==> src/rtl/restador_serie_param.sv <==
// Bit-serial subtractor/adder: one bit per clock, LSB first, through a registered borrow/carry flop.
// Optional `SATURACION_EN clamps R to the signed limit on overflow instead of wrapping.
module restador_serie_param #(
    parameter int WIDTH = 8
) (
    input  logic             clk,
    input  logic             rst_n,
    input  logic             Inicio,
    input  logic             Modo,
    input  logic [WIDTH-1:0] X,
    input  logic [WIDTH-1:0] Y,
    input  logic             AcarreoEntrada,
    output logic [WIDTH-1:0] R,
    output logic             AcarreoSalida,
    output logic             Desbordamiento,
    output logic             Ocupado,
    output logic             Listo
);
    localparam int CW = (WIDTH > 1) ? $clog2(WIDTH) : 1;
    localparam logic [CW-1:0] LAST = CW'(WIDTH - 1);
    localparam logic [WIDTH-1:0] LIM_NEG = WIDTH'(1) << (WIDTH - 1);
    localparam logic [WIDTH-1:0] LIM_POS = ~LIM_NEG;

    typedef enum logic [1:0] {IDLE, CALC, DONE} state_t;

    state_t           state_reg, state_next;
    logic [CW-1:0]    cnt_reg;
    logic [WIDTH-1:0] x_reg, y_reg, sr_reg, sr_next, result;
    logic             mode_reg, b_reg, b_next, d, x_bit, y_bit, ovf;
    logic [WIDTH-1:0] r_reg;
    logic             cout_reg, ovf_reg;
    logic             accept, last;

    always_ff @(posedge clk) begin
        if (!rst_n) state_reg <= IDLE;
        else        state_reg <= state_next;
    end

    always_comb begin
        state_next = state_reg;
        case (state_reg)
            IDLE:    if (Inicio) state_next = CALC;
            CALC:    if (cnt_reg == LAST) state_next = DONE;
            DONE:    state_next = Inicio ? CALC : IDLE;
            default: state_next = IDLE;
        endcase
    end

    assign accept = Inicio && (state_reg == IDLE || state_reg == DONE);
    assign last   = (state_reg == CALC) && (cnt_reg == LAST);

    assign x_bit  = x_reg[cnt_reg];
    assign y_bit  = y_reg[cnt_reg];
    assign d      = x_bit ^ y_bit ^ b_reg;
    assign b_next = mode_reg ? ((x_bit & y_bit) | (x_bit & b_reg) | (y_bit & b_reg))
                             : ((~x_bit & y_bit) | (~x_bit & b_reg) | (y_bit & b_reg));
    // On the MSB step b_reg is the borrow/carry into the MSB and b_next the one out of it.
    assign ovf    = b_reg ^ b_next;

    always_comb begin
        sr_next          = sr_reg;
        sr_next[cnt_reg] = d;
    end

`ifdef SATURACION_EN
    assign result = ovf ? (x_reg[WIDTH-1] ? LIM_NEG : LIM_POS) : sr_next;
`else
    assign result = sr_next;
`endif

    always_ff @(posedge clk) begin
        if (!rst_n) begin
            cnt_reg  <= '0;
            x_reg    <= '0;
            y_reg    <= '0;
            sr_reg   <= '0;
            mode_reg <= 1'b0;
            b_reg    <= 1'b0;
            r_reg    <= '0;
            cout_reg <= 1'b0;
            ovf_reg  <= 1'b0;
        end else if (accept) begin
            cnt_reg  <= '0;
            x_reg    <= X;
            y_reg    <= Y;
            sr_reg   <= '0;
            mode_reg <= Modo;
            b_reg    <= AcarreoEntrada;
        end else if (state_reg == CALC) begin
            cnt_reg <= cnt_reg + 1'b1;
            sr_reg  <= sr_next;
            b_reg   <= b_next;
            if (last) begin
                r_reg    <= result;
                cout_reg <= b_next;
                ovf_reg  <= ovf;
            end
        end
    end

    assign R              = r_reg;
    assign AcarreoSalida  = cout_reg;
    assign Desbordamiento = ovf_reg;
    assign Ocupado        = (state_reg == CALC);
    assign Listo          = (state_reg == DONE);
endmodule
==> config.mk <==
export PLATFORM = sky130hd
export DESIGN_NAME = restador_serie_param
export DESIGN_NICKNAME = d
export VERILOG_FILES = /design/src/rtl/restador_serie_param.sv
export SDC_FILE = /design/constraint.sdc
export NUM_CORES = 1
export LEC_CHECK = 0
export BUFFER_PORTS_ARGS = -buffer_cell sky130_fd_sc_hd__buf_2
export CAP_MARGIN = 20
export CORE_MARGIN = 2
export CORE_UTILIZATION = 59
export CTS_CLUSTER_DIAMETER = 50
export DETAILED_ROUTE_END_ITERATION = 7
export PLACE_DENSITY = 0.83
export SYNTH_ARGS = -nofsm -noshare
export SYNTH_HDL_FRONTEND = slang
export SYNTH_SLANG_ARGS = --single-unit
==> constraint.sdc <==
create_clock -name clk -period 4.5 [get_ports clk]
set_clock_uncertainty 0.1 [all_clocks]
set_input_delay 0.675 -clock clk [delete_from_list [all_inputs] [get_ports clk]]
set_output_delay 0.675 -clock clk [all_outputs]
set_load 0.01 [all_outputs]
==> run metrics <==
Worst Hold Class reg -> reg; CORE AREA 3280 sq um; Sw Ratio 26.9%; critical path type reg -> reg; synth warn 0; Post-DRT Antenna Nets 0; share of cells above drive strength 1 18.4%; Routed WL per cell 12.7 microns; CTS tree yes; vias in the first global route 1632; pre-CTS setup slack 1.69 ns; worst skew pair latency 0.37 ns; CTS Sinks 41; tightest hold margin 0.365 ns; Diodes inserted 0; FILL cells 277; Via-to-Cell Ratio 5.48; utilization after layout 67.9%; Finished Layout Cells 313; Starting Density 60.8%; Required @ worst endpoint 4.67 ns; Setup violations, final 0; final net count 291; H-Tree Depth 2; Min-Delay Startpoint x_reg[7]; fin crit period 2.85 ns; number of synthesized flops with an enable pin 0; maximum buffer depth of the clock tree 2; cell depth of the worst flop-to-flop path 9; Synth top area share 41.1%; die width 62.2 microns; ys async rst share 0%; Net Sw Power 185 uW; net count after synthesis 267; setup ws final 1.65 ns; Avg Cell Area, Syn 8.25 sq um; final hold viol count 0; Synth area leaders dfxtp_1 (41%), nand2_1 (12%), a21boi_1 (6.4%); synthesized instance count 242; Ports 33; CP Max Fanout 20; CTS resizes 0; worst path arrival time 3.02 ns; multi-input gate area in the final layout 1090 sq um; Max VDD drop 0.224 mV; reg-to-reg endpoint Desbordamiento; outcome complete, no violations; RSZ-0062 raised after global routing no; part of the cycle the worst path needs 63.3%; Worst slew margin 37.4%; RR Startpoint cnt_reg[0]; Inst Count DP 304; CTS Buf Count 5; GRT Residual Overflow 0; via count 1715; max-cap violation count 0; antenna violations before repair 0; crit start category register; FF+latch count, synth 41; port buffer count 32; post-DP HPWL 2730 microns; WHS Endpoint x_reg[7]; final weighted congestion in routability-driven placement 0.781; Max Fclk 351 MHz; WL final 3980 microns; die height 62.2 microns; clock transition at the registers of the reported paths 0.12 ns; Root Buffer clkbuf_4; Post-route DRC 0; setup_tns 0 ns; Reg area 821 sq um; hold_buf cts 0; Yosys cell types 34; most frequent cell after synthesis nand2_1; Clk pwr share 30.6%; nature of the critical path endpoint register; global-route wire length before repair 6950 microns; postcts setup bufs 0; initial drt markers 69; largest net degree at the start of global routing 33; Die Area 3860 sq um; Hold Path Stages 2; Pre-antenna DRT Iters 4; Area Growth Syn to Fin 11.7%; leading area contributor after synthesis dfxtp_1; Reg2Reg Setup Slack 1.65 ns; P per Cell Area 309 nW/um^2; row count 21; Worst Tran Pin Value 0.938 ns; max-slew violations 0; Pleak 1.04 nW; Sequential Power Share 56.2%; mapped cell area 2000 sq um; Commonest cells post-synth nand2_1 (63), dfxtp_1 (41), a21boi_1 (17), nand3_1 (17), clkbuf_1 (16); Primary FF master, synth dfxtp_1; GRT Resource Usage Total 22.3%; Comb pwr share 13.2%; P_int 504 uW; register area share after synthesis 41.1%
[worst max path at each step]
stage               startpoint        endpoint  slack, ns  cells after the start
floorplan           cnt_reg[0]            R[1]       1.98                     10
global placement    cnt_reg[0]            R[7]       1.76                      9
detailed placement  cnt_reg[0]            R[5]       1.69                      9
CTS                 cnt_reg[0]            R[5]       1.68                      9
global route        cnt_reg[1]            R[6]       1.42                      8
finish              cnt_reg[0]  Desbordamiento       1.65                      9
[per-stage QoR]
step | power, mW | instance area, sq um
after floorplan | 0.460 | 2000
after global placement | 0.483 | 2150
after detailed placement | 0.485 | 2150
after CTS | 0.690 | 2220
after global routing | 0.720 | 2230
final | 0.689 | 2230
[power groups by stage]
stage,clock network [mW],registers [mW],logic (mW)
final,0.211,0.387,0.0909
after global routing,0.227,0.389,0.103
after CTS,0.212,0.387,0.0908
after detailed placement,0,0.395,0.0901
after global placement,0,0.395,0.0879
after floorplan,0,0.388,0.0712
[critical path, stage by stage (launching register included)]
cell and delay [ns]:
dfxtp_1 0.81, mux2_2 0.41, o2bb2ai_1 0.15, a221oi_4 0.27, inv_1 0.08, ha_1 0.19
nor2b_1 0.16, o21bai_1 0.14, mux2_2 0.29, o211a_1 0.14
[area by class of cell]
type | count | share of cell area, %
repair buffers | 35 | 8.19
clock buffers | 7 | 2.92
well taps | 46 | 2.58
clock inverters | 1 | 0.224
flip-flops and latches | 41 | 36.8
multi-input cells | 180 | 48.8
inverters | 3 | 0.505
[kinds of logic (layout without fill, tap and decap cells)]
| group | count (synthesis) | in the layout | share of synthesized area (%) |
|---|---|---|---|
| buf+inv | 21 | 46 | 4.39 |
| fa+ha+maj | 4 | 4 | 2.51 |
| mux | 14 | 14 | 7.27 |
| simple gates | 110 | 110 | 24.2 |
| flops | 41 | 41 | 41.1 |
| compound gates | 50 | 50 | 19.6 |
| xor+xnor | 2 | 2 | 0.878 |
[per-layer routing]
| metal | global-route usage [%] | up-vias | part of all wire (%) |
|---|---|---|---|
| met5 | 0 | - | 0 |
| met4 | 10.6 | 0 | 1.8 |
| met3 | 4.53 | 7 | 4.3 |
| met2 | 39.0 | 37 | 47 |
| met1 | 26.2 | 799 | 47 |
| li1 | - | 872 | - |
[layout by cell type, fill, tap and decap left out, types with 8 or more instances in the layout]
master,n
buf_2,32
nand2_1,63
a21oi_1,8
mux2i_1,10
nor2_1,12
a21boi_1,17
nand3_1,17
o211a_1,10
dfxtp_1,41
Power figures use the tool's default switching activity.
